$ cat src/rtl/ysyx_25060170_ifu_fetch_pkg.sv
// Shared types and constants for the NPC instruction fetch unit.
// Holds the FSM encoding, reset/NOP constants and the sequential PC step.
package ysyx_25060170_pkg;

   typedef enum logic [2:0] {
      StIdle = 3'd0,
      StReq  = 3'd1,
      StWait = 3'd2,
      StHold = 3'd3,
      StErr  = 3'd4
   } fetch_state_e;

   localparam logic [31:0] RESET_PC_DEFAULT = 32'h8000_0000;
   localparam logic [31:0] NOP_INST         = 32'h0000_0013;
   localparam logic [31:0] PC_INC           = 32'd4;

   // Sequential PC step; wraps modulo 2^32.
   function automatic logic [31:0] pc_inc(input logic [31:0] pc);
      return pc + PC_INC;
   endfunction

endpackage

$ cat src/rtl/ysyx_25060170_ifu_fetch_if.sv
// Fetch-unit bundle: imem request/response, decoder handshake and redirect.
// The master modport is the fetch unit; the slave modport is its environment.
interface ysyx_25060170_ifu_fetch_if;

   logic        imem_req_valid_o;
   logic        imem_req_ready_i;
   logic [31:0] imem_req_addr_o;
   logic        imem_rsp_valid_i;
   logic [31:0] imem_rsp_data_i;
   logic        imem_rsp_err_i;
   logic        inst_valid_o;
   logic        inst_ready_i;
   logic [31:0] pc_o;
   logic [31:0] inst_o;
   logic        redirect_i;
   logic [31:0] redirect_pc_i;
   logic        fetch_err_o;

   modport master (
      output imem_req_valid_o, imem_req_addr_o, inst_valid_o, pc_o, inst_o, fetch_err_o,
      input  imem_req_ready_i, imem_rsp_valid_i, imem_rsp_data_i, imem_rsp_err_i,
      input  inst_ready_i, redirect_i, redirect_pc_i
   );

   modport slave (
      input  imem_req_valid_o, imem_req_addr_o, inst_valid_o, pc_o, inst_o, fetch_err_o,
      output imem_req_ready_i, imem_rsp_valid_i, imem_rsp_data_i, imem_rsp_err_i,
      output inst_ready_i, redirect_i, redirect_pc_i
   );

endinterface

$ cat src/rtl/ysyx_25060170_ifu_fetch.sv
// Instruction fetch unit: owns the PC, issues one imem read at a time and
// hands {pc, inst} to the decoder; jump redirects come from writeback.
module ysyx_25060170_ifu_fetch
   import ysyx_25060170_pkg::*;
#(
   parameter logic [31:0] RESET_PC = RESET_PC_DEFAULT,
   parameter int unsigned XLEN     = 32
) (
   input  logic                              clk,
   input  logic                              rst,
   ysyx_25060170_ifu_fetch_if.master         bus
);

   fetch_state_e    r_state, w_state_nxt;
   logic [XLEN-1:0] r_pc, w_pc_nxt;
   logic [31:0]     r_inst, w_inst_nxt;
   logic            r_kill, w_kill_nxt;
   logic            r_err, w_err_nxt;

   always_ff @(posedge clk or posedge rst) begin
      if (rst) begin
         r_state <= StIdle;
         r_pc    <= RESET_PC;
         r_inst  <= NOP_INST;
         r_kill  <= 1'b0;
         r_err   <= 1'b0;
      end else begin
         r_state <= w_state_nxt;
         r_pc    <= w_pc_nxt;
         r_inst  <= w_inst_nxt;
         r_kill  <= w_kill_nxt;
         r_err   <= w_err_nxt;
      end
   end

   always_comb begin
      w_state_nxt = r_state;
      w_pc_nxt    = r_pc;
      w_inst_nxt  = r_inst;
      w_kill_nxt  = r_kill;
      w_err_nxt   = r_err;

      unique case (r_state)
         StIdle: w_state_nxt = StReq;
         StReq: begin
            if (bus.imem_req_ready_i) w_state_nxt = StWait;
         end
         StWait: begin
            if (bus.imem_rsp_valid_i) begin
               if (r_kill) begin
                  w_kill_nxt  = 1'b0;
                  w_state_nxt = StReq;
               end else if (bus.imem_rsp_err_i) begin
                  w_err_nxt   = 1'b1;
                  w_state_nxt = StErr;
               end else begin
                  w_inst_nxt  = bus.imem_rsp_data_i;
                  w_state_nxt = StHold;
               end
            end
         end
         StHold: begin
            if (bus.inst_ready_i) begin
               w_pc_nxt    = pc_inc(r_pc);
               w_state_nxt = StReq;
            end
         end
         StErr: w_state_nxt = StErr;
         default: w_state_nxt = StIdle;
      endcase

      // Redirect overrides the normal step; any same-cycle response is dropped.
      if (bus.redirect_i && (r_state != StErr)) begin
         w_inst_nxt = r_inst;
         w_kill_nxt = 1'b0;
         if (bus.redirect_pc_i[1:0] != 2'b00) begin
            w_pc_nxt    = r_pc;
            w_err_nxt   = 1'b1;
            w_state_nxt = StErr;
         end else begin
            w_pc_nxt    = bus.redirect_pc_i;
            w_state_nxt = StReq;
            // A request in flight to the old PC must have its response discarded.
            if ((r_state == StReq && bus.imem_req_ready_i) ||
                (r_state == StWait && !bus.imem_rsp_valid_i)) begin
               w_state_nxt = StWait;
               w_kill_nxt  = 1'b1;
            end
         end
      end
   end

   assign bus.imem_req_valid_o = (r_state == StReq);
   assign bus.imem_req_addr_o  = r_pc;
   assign bus.inst_valid_o     = (r_state == StHold);
   assign bus.pc_o             = r_pc;
   assign bus.inst_o           = r_inst;
   assign bus.fetch_err_o      = r_err;

endmodule

$ cat src/flat_wrapper.sv
// flat-port wrapper written by rule: the top's interface ports become plain ports
module ysyx_25060170_ifu_fetch_flat import ysyx_25060170_pkg::*;
#(
   parameter logic [31:0] RESET_PC = RESET_PC_DEFAULT,
   parameter int unsigned XLEN     = 32
)
  (clk, rst, bus_imem_req_valid_o, bus_imem_req_addr_o, bus_inst_valid_o, bus_pc_o, bus_inst_o, bus_fetch_err_o, bus_imem_req_ready_i, bus_imem_rsp_valid_i, bus_imem_rsp_data_i, bus_imem_rsp_err_i, bus_inst_ready_i, bus_redirect_i, bus_redirect_pc_i);
  ysyx_25060170_ifu_fetch_if bus_i ();
  input  logic clk;
  input  logic rst;
  output wire logic [$bits(bus_i.imem_req_valid_o)-1:0] bus_imem_req_valid_o;
  output wire logic [$bits(bus_i.imem_req_addr_o)-1:0] bus_imem_req_addr_o;
  output wire logic [$bits(bus_i.inst_valid_o)-1:0] bus_inst_valid_o;
  output wire logic [$bits(bus_i.pc_o)-1:0] bus_pc_o;
  output wire logic [$bits(bus_i.inst_o)-1:0] bus_inst_o;
  output wire logic [$bits(bus_i.fetch_err_o)-1:0] bus_fetch_err_o;
  input wire logic [$bits(bus_i.imem_req_ready_i)-1:0] bus_imem_req_ready_i;
  input wire logic [$bits(bus_i.imem_rsp_valid_i)-1:0] bus_imem_rsp_valid_i;
  input wire logic [$bits(bus_i.imem_rsp_data_i)-1:0] bus_imem_rsp_data_i;
  input wire logic [$bits(bus_i.imem_rsp_err_i)-1:0] bus_imem_rsp_err_i;
  input wire logic [$bits(bus_i.inst_ready_i)-1:0] bus_inst_ready_i;
  input wire logic [$bits(bus_i.redirect_i)-1:0] bus_redirect_i;
  input wire logic [$bits(bus_i.redirect_pc_i)-1:0] bus_redirect_pc_i;
  assign bus_imem_req_valid_o = bus_i.imem_req_valid_o;
  assign bus_imem_req_addr_o = bus_i.imem_req_addr_o;
  assign bus_inst_valid_o = bus_i.inst_valid_o;
  assign bus_pc_o = bus_i.pc_o;
  assign bus_inst_o = bus_i.inst_o;
  assign bus_fetch_err_o = bus_i.fetch_err_o;
  assign bus_i.imem_req_ready_i = bus_imem_req_ready_i;
  assign bus_i.imem_rsp_valid_i = bus_imem_rsp_valid_i;
  assign bus_i.imem_rsp_data_i = bus_imem_rsp_data_i;
  assign bus_i.imem_rsp_err_i = bus_imem_rsp_err_i;
  assign bus_i.inst_ready_i = bus_inst_ready_i;
  assign bus_i.redirect_i = bus_redirect_i;
  assign bus_i.redirect_pc_i = bus_redirect_pc_i;
  ysyx_25060170_ifu_fetch #(.RESET_PC(RESET_PC), .XLEN(XLEN)) u_core (.clk(clk), .rst(rst), .bus(bus_i));
endmodule
$ cat config.mk
export PLATFORM = sky130hd
export DESIGN_NAME = ysyx_25060170_ifu_fetch_flat
export DESIGN_NICKNAME = d
export VERILOG_FILES = /design/src/rtl/ysyx_25060170_ifu_fetch_pkg.sv /design/src/rtl/ysyx_25060170_ifu_fetch_if.sv /design/src/rtl/ysyx_25060170_ifu_fetch.sv /design/src/flat_wrapper.sv
export SDC_FILE = /design/constraint.sdc
export NUM_CORES = 1
export LEC_CHECK = 0
export ABC_AREA = 1
export CAP_MARGIN = 10
export CORE_UTILIZATION = 40
export DETAILED_ROUTE_END_ITERATION = 10
export GPL_TIMING_DRIVEN = 0
export HOLD_SLACK_MARGIN = 0.05
export PLACE_DENSITY = 0.75
export SLEW_MARGIN = 25
export SYNTH_ARGS = -nofsm -noshare
export SYNTH_HDL_FRONTEND = slang
export SYNTH_SLANG_ARGS = --single-unit
$ cat constraint.sdc
create_clock -name clk -period 6 [get_ports clk]
set_input_delay 1.2 -clock clk [delete_from_list [all_inputs] [get_ports clk]]
set_output_delay 1.2 -clock clk [all_outputs]
set_load 0.05 [all_outputs]
# --- Word-level counts from Yosys, hierarchy flattened ---
# Index checks and enable logic that the tools add are counted.
word_totals:
  out_inout_bits: 99
  reg_bits: 69
  word_cells: 57
op_classes:
  mux: 24
  eq_ne: 9
  addsub: 1
  reduce_logical: 15
  n_bitwise: 3
op_table:
  columns: ["cell", "n"]
  rows:
  - ["$mux 32", 4]
  - ["$add 32x3->32 const B", 1]
  - ["$mux 3", 7]
  - ["$pmux 3 s5", 1]
  - ["$mux 1", 11]
  - ["$reduce_bool 2->1", 5]
  - ["$eq 3x2->1 const B", 2]
  - ["$ne 3x1->1 const B", 2]
  - ["$reduce_and 3->1", 2]
  - ["$reduce_and 5->1", 1]
  - ["$eq 3x1->1 const B", 1]
  - ["$eq 3x3->1 const B", 1]
  - ["$logic_and 1x1->1", 3]
  - ["$logic_not 3->1", 1]
  - ["$ne 3x2->1 const B", 1]
  - ["$ne 3x3->1 const B", 1]
  - ["$not 1->1", 3]
  - ["$mux 2", 1]
  - ["$ne 2x2->1 const B", 1]
  - ["$reduce_and 2->1", 1]
  - ["$logic_not 1->1", 1]
  - ["$logic_or 1x1->1", 1]

# --- Depth between registers and ports, before layout ---
depth:
  word_depth: 6
  mapped_depth: 10

# --- Least setup slack after synthesis ---
# No wires, ideal clock.
synth_timing:
  path_kind: "flip-flop to output port"
  from: "register u_core.r_state[2]"
  to: "output port bus_inst_valid_o"
  path_stages_with_launch: 2
  slack_ns: 3.630
  arrival_ns: 1.170
  path_cell_list: "dfrtp_1 nor3_2"
synth_between:
  elab_chain_len: 1
synth_rtl:
  columns: ["item", "line_no", "rtl"]
  rows:
  - ["start, declared", "ysyx_25060170_ifu_fetch.sv:14", "fetch_state_e r_state, w_state_nxt;"]
  - ["start signal, assigned", "ysyx_25060170_ifu_fetch.sv:22", "r_state <= StIdle;"]
  - ["start signal, assigned", "ysyx_25060170_ifu_fetch.sv:28", "r_state <= w_state_nxt;"]
  - ["$eq 3x2->1", "ysyx_25060170_ifu_fetch.sv:95", "assign bus.inst_valid_o = (r_state == StHold);"]
  - ["end, declared", "flat_wrapper.sv:13", "output wire logic [$bits(bus_i.inst_valid_o)-1:0] bus_inst_valid_o;"]
# No other way between the ends.

# --- Final worst setup path ---
layout_timing:
  from: "register u_core.r_state[1]"
  to: "output port bus_inst_valid_o"
# The elaborated chain is that of the path after synthesis.

==> impl_results.md <==
* Outcome: complete, no violations
* Total core area at between 9000 and 10000 sq um
* Post-CTS Setup Bufs at 0
* Final Power at around 3.6 mW
* Worst setup startpoint: u_core.r_state[1]
* FF+latch count, synth at 69
* Clock Sinks at slightly below 70
* Total CTS buffers at 9
* Slew Viols, Final at 0
* H-tree depth at 3
* Slew @ Worst Pin at ~0.54 ns
* Vias at about 4500
* CP endpoint: bus_inst_valid_o
* CP Class: reg2out
* Setup violations, final at 0
* Max-cap viol count at 0
* Setup TNS at 0 ns
* RSZ-0062 raised after global routing: false
* Final hold vios at 0
* Antenna violations before repair at 0
* Area grow syn2layout at 49.66%
* Worst Hold Class: reg2reg
* Netlist Area Pre-Place at between 4000 and 5000 sq um
* Initial DRC Count at 267
* Pre-CTS WS at 3.140 ns
* Chip width at approximately 100 microns
* Post-CTS Hold Buffers at 0
* Async SR Flop Fraction at 1.000
* CP Max Fanout at 5
* Fmax at about 310 MHz
* Layout Nets at between 800 and 900
* Final WS setup at 2.814 ns
* Startpoint type of the worst setup path: flop
* Dpl hpwl at between 9 and 10 mm
* CTS tree: done
* Worst-Skew Late Latency at ~0.35 ns
* # DRC at 0
* Worst Path Required at 4.80 ns
* Die area at between 10000 and 15000 sq um
* Relative slew margins at 0.6420
* Syn_area_per_cell at roughly 6.8 sq um
* GP Congestion at 0.9123
* Drt pass-1 iters at 5
* Placed Cells at 916
* Min cycle time layout at around 3.2 ns
* Yosys warns at 0
* Row count at 36
* Worst Skew at between 0.01 and 0.015 ns
* PD cells at roughly 570 nW/um^2
* Top_reg_cell synth: dfrtp_1
* R2R Path Start: u_core.bus.imem_req_addr_o[3]
* WL/cell at around 13 microns
* Top cell type's share of synthesized area at 0.3898
* Final instance count without filler cells at 932
* Final worst-path cycle share at 0.5310
* LEAKAGE at 2.957 nW
* CTS max path bufs at 2
* CTS resizes at 0
* Area contributors post-synth: dfrtp_1 (39%), nand2_1 (18%), inv_1 (6.8%)
* Post-DRT Antenna Nets at 0
* # IOs at 170
* Share of cells above drive strength 1 at 0.1039
* Die Span Y at about 100 microns
* Reg2reg end: u_core.bus.imem_req_addr_o[22]
* Largest net degree at the start of global routing at 39
* First-pass GRT wire length at 20.73 mm
* Post-synth EDFFs at 0
* Root buffer cell: clkbuf_8
* Clock transition at path regs at about 0.080 ns
* Worst-case vdd ir drop at around 300 uV
* Fillers at 883
* Sequential area share after synthesis at 0.4150
* Syn nets at just under 700
* Gate Count Post-Synth at slightly above 600
* Overflow after GRT at 0
* Global Route Usage Sum at 0.2391
* Number of diodes at 0
* R2R cell count at 10
* Netlist cell types at 30
* Total wire length at approximately 12 mm
* Vias/cell at ~4.8
* Yosys top cell by area: dfrtp_1
* R2R Setup Slk at between 4 and 5 ns
* Crit. End Element: output pin
* Crit path DAT at 1.99 ns
* Initial Util at 0.4192
* Vias in the first global route at 4435
* IO Port Bufs at about 170
cell usage in the layout, fill, tap and decap left out, drive strengths merged:
cell type      count
buf               44
ha                 1
or2                4
nand4              1
a21oi              4
nand2            201
inv               80
clkinv             4
clkbuf            17
nor2              79
nor3               3
xnor2              2
dfrtp             65
o31ai              1
bufinv             1
o21a               2
o21ai             62
nand3             51
clkdlybuf4s50    169
dfstp              4
o211ai             1
a31oi              1
o22ai              1
nand3b             1
area by class of cell:
type                    count  area [sq um]  share of cell area
multi-input cells         415          1808              0.2895
flip-flops and latches     69          1732              0.2773
repair buffers            170          1712              0.2741
plain buffers              49         332.8             0.05330
inverters                  80         302.8             0.04849
well taps                 133         166.4             0.02665
clock buffers              11         141.4             0.02264
clock inverters             5         50.05            0.008014
flip-flops by register name (all words and copies together), names as in the netlist:
signal,flops
u_core.bus.inst_o,32
u_core.r_state,3
u_core.r_kill,1
u_core.bus.imem_req_addr_o,32
u_core.bus.fetch_err_o,1
cell usage after synthesis (all sizes together), types with 2 or more instances:
master,count
a21oi,4
buf,43
clkbuf,6
dfrtp,65
dfstp,4
inv,80
nand2,201
nand3,51
nor2,79
nor3,3
o21a,2
o21ai,62
or2,4
xnor2,2
report_power, final:
part | internal [mW] | switching [mW] | total, mW
combinational | 0.805 | 1.49 | 2.29
sequential | 0.658 | 0.243 | 0.901
clock | 0.201 | 0.178 | 0.379
total | 1.66 | 1.91 | 3.57
stage by stage:
stage                 util  instance area, sq um  hold WS, ns
floorplan                -                  4173       0.5516
global placement    0.6058                  6031       0.4578
detailed placement  0.6081                  6053       0.4527
CTS                 0.6273                  6245       0.4743
global route        0.6273                  6245       0.5074
finish              0.6273                  6245       0.4724
critical path, cell delays in order (launching register included):
cell and delay, ns:
dfrtp_1 0.45, inv_2 0.09, nor3_2 0.23, clkdlybuf4s50_1 0.87
per-layer routing:
| layer | wire [microns] | vias to the layer above | global-route usage | part of all wire |
|---|---|---|---|---|
| met4 | 226 | 0 | 0.07857 | 0.018 |
| li1 | - | 2222 | - | - |
| met1 | 5007 | 2004 | 0.2718 | 0.40 |
| met3 | 1170 | 20 | 0.07895 | 0.094 |
| met2 | 6030 | 212 | 0.4205 | 0.48 |
| met5 | 0 | - | 0 | 0 |
worst min-delay path by stage:
stage,from,end,slack [ns],depth (start not counted)
after detailed placement,u_core.bus.fetch_err_o,u_core.bus.fetch_err_o,0.45,2
after global placement,u_core.bus.fetch_err_o,u_core.bus.fetch_err_o,0.46,2
after global routing,u_core.bus.fetch_err_o,u_core.bus.fetch_err_o,0.51,2
after CTS,u_core.bus.fetch_err_o,u_core.bus.fetch_err_o,0.47,2
after floorplan,u_core.r_state[1],u_core.r_state[1],0.55,2
final,u_core.bus.fetch_err_o,u_core.bus.fetch_err_o,0.47,2
cells by family after synthesis:
group / count (synthesis) / share of synthesized area
simple gates: 340 / 0.3367
fa+ha+maj: 1 / 0.002998
xor+xnor: 2 / 0.004199
compound gates: 72 / 0.08936
buf+inv: 129 / 0.1517
flops: 69 / 0.4150
No activity file was read; power rests on OpenSTA's default activity.
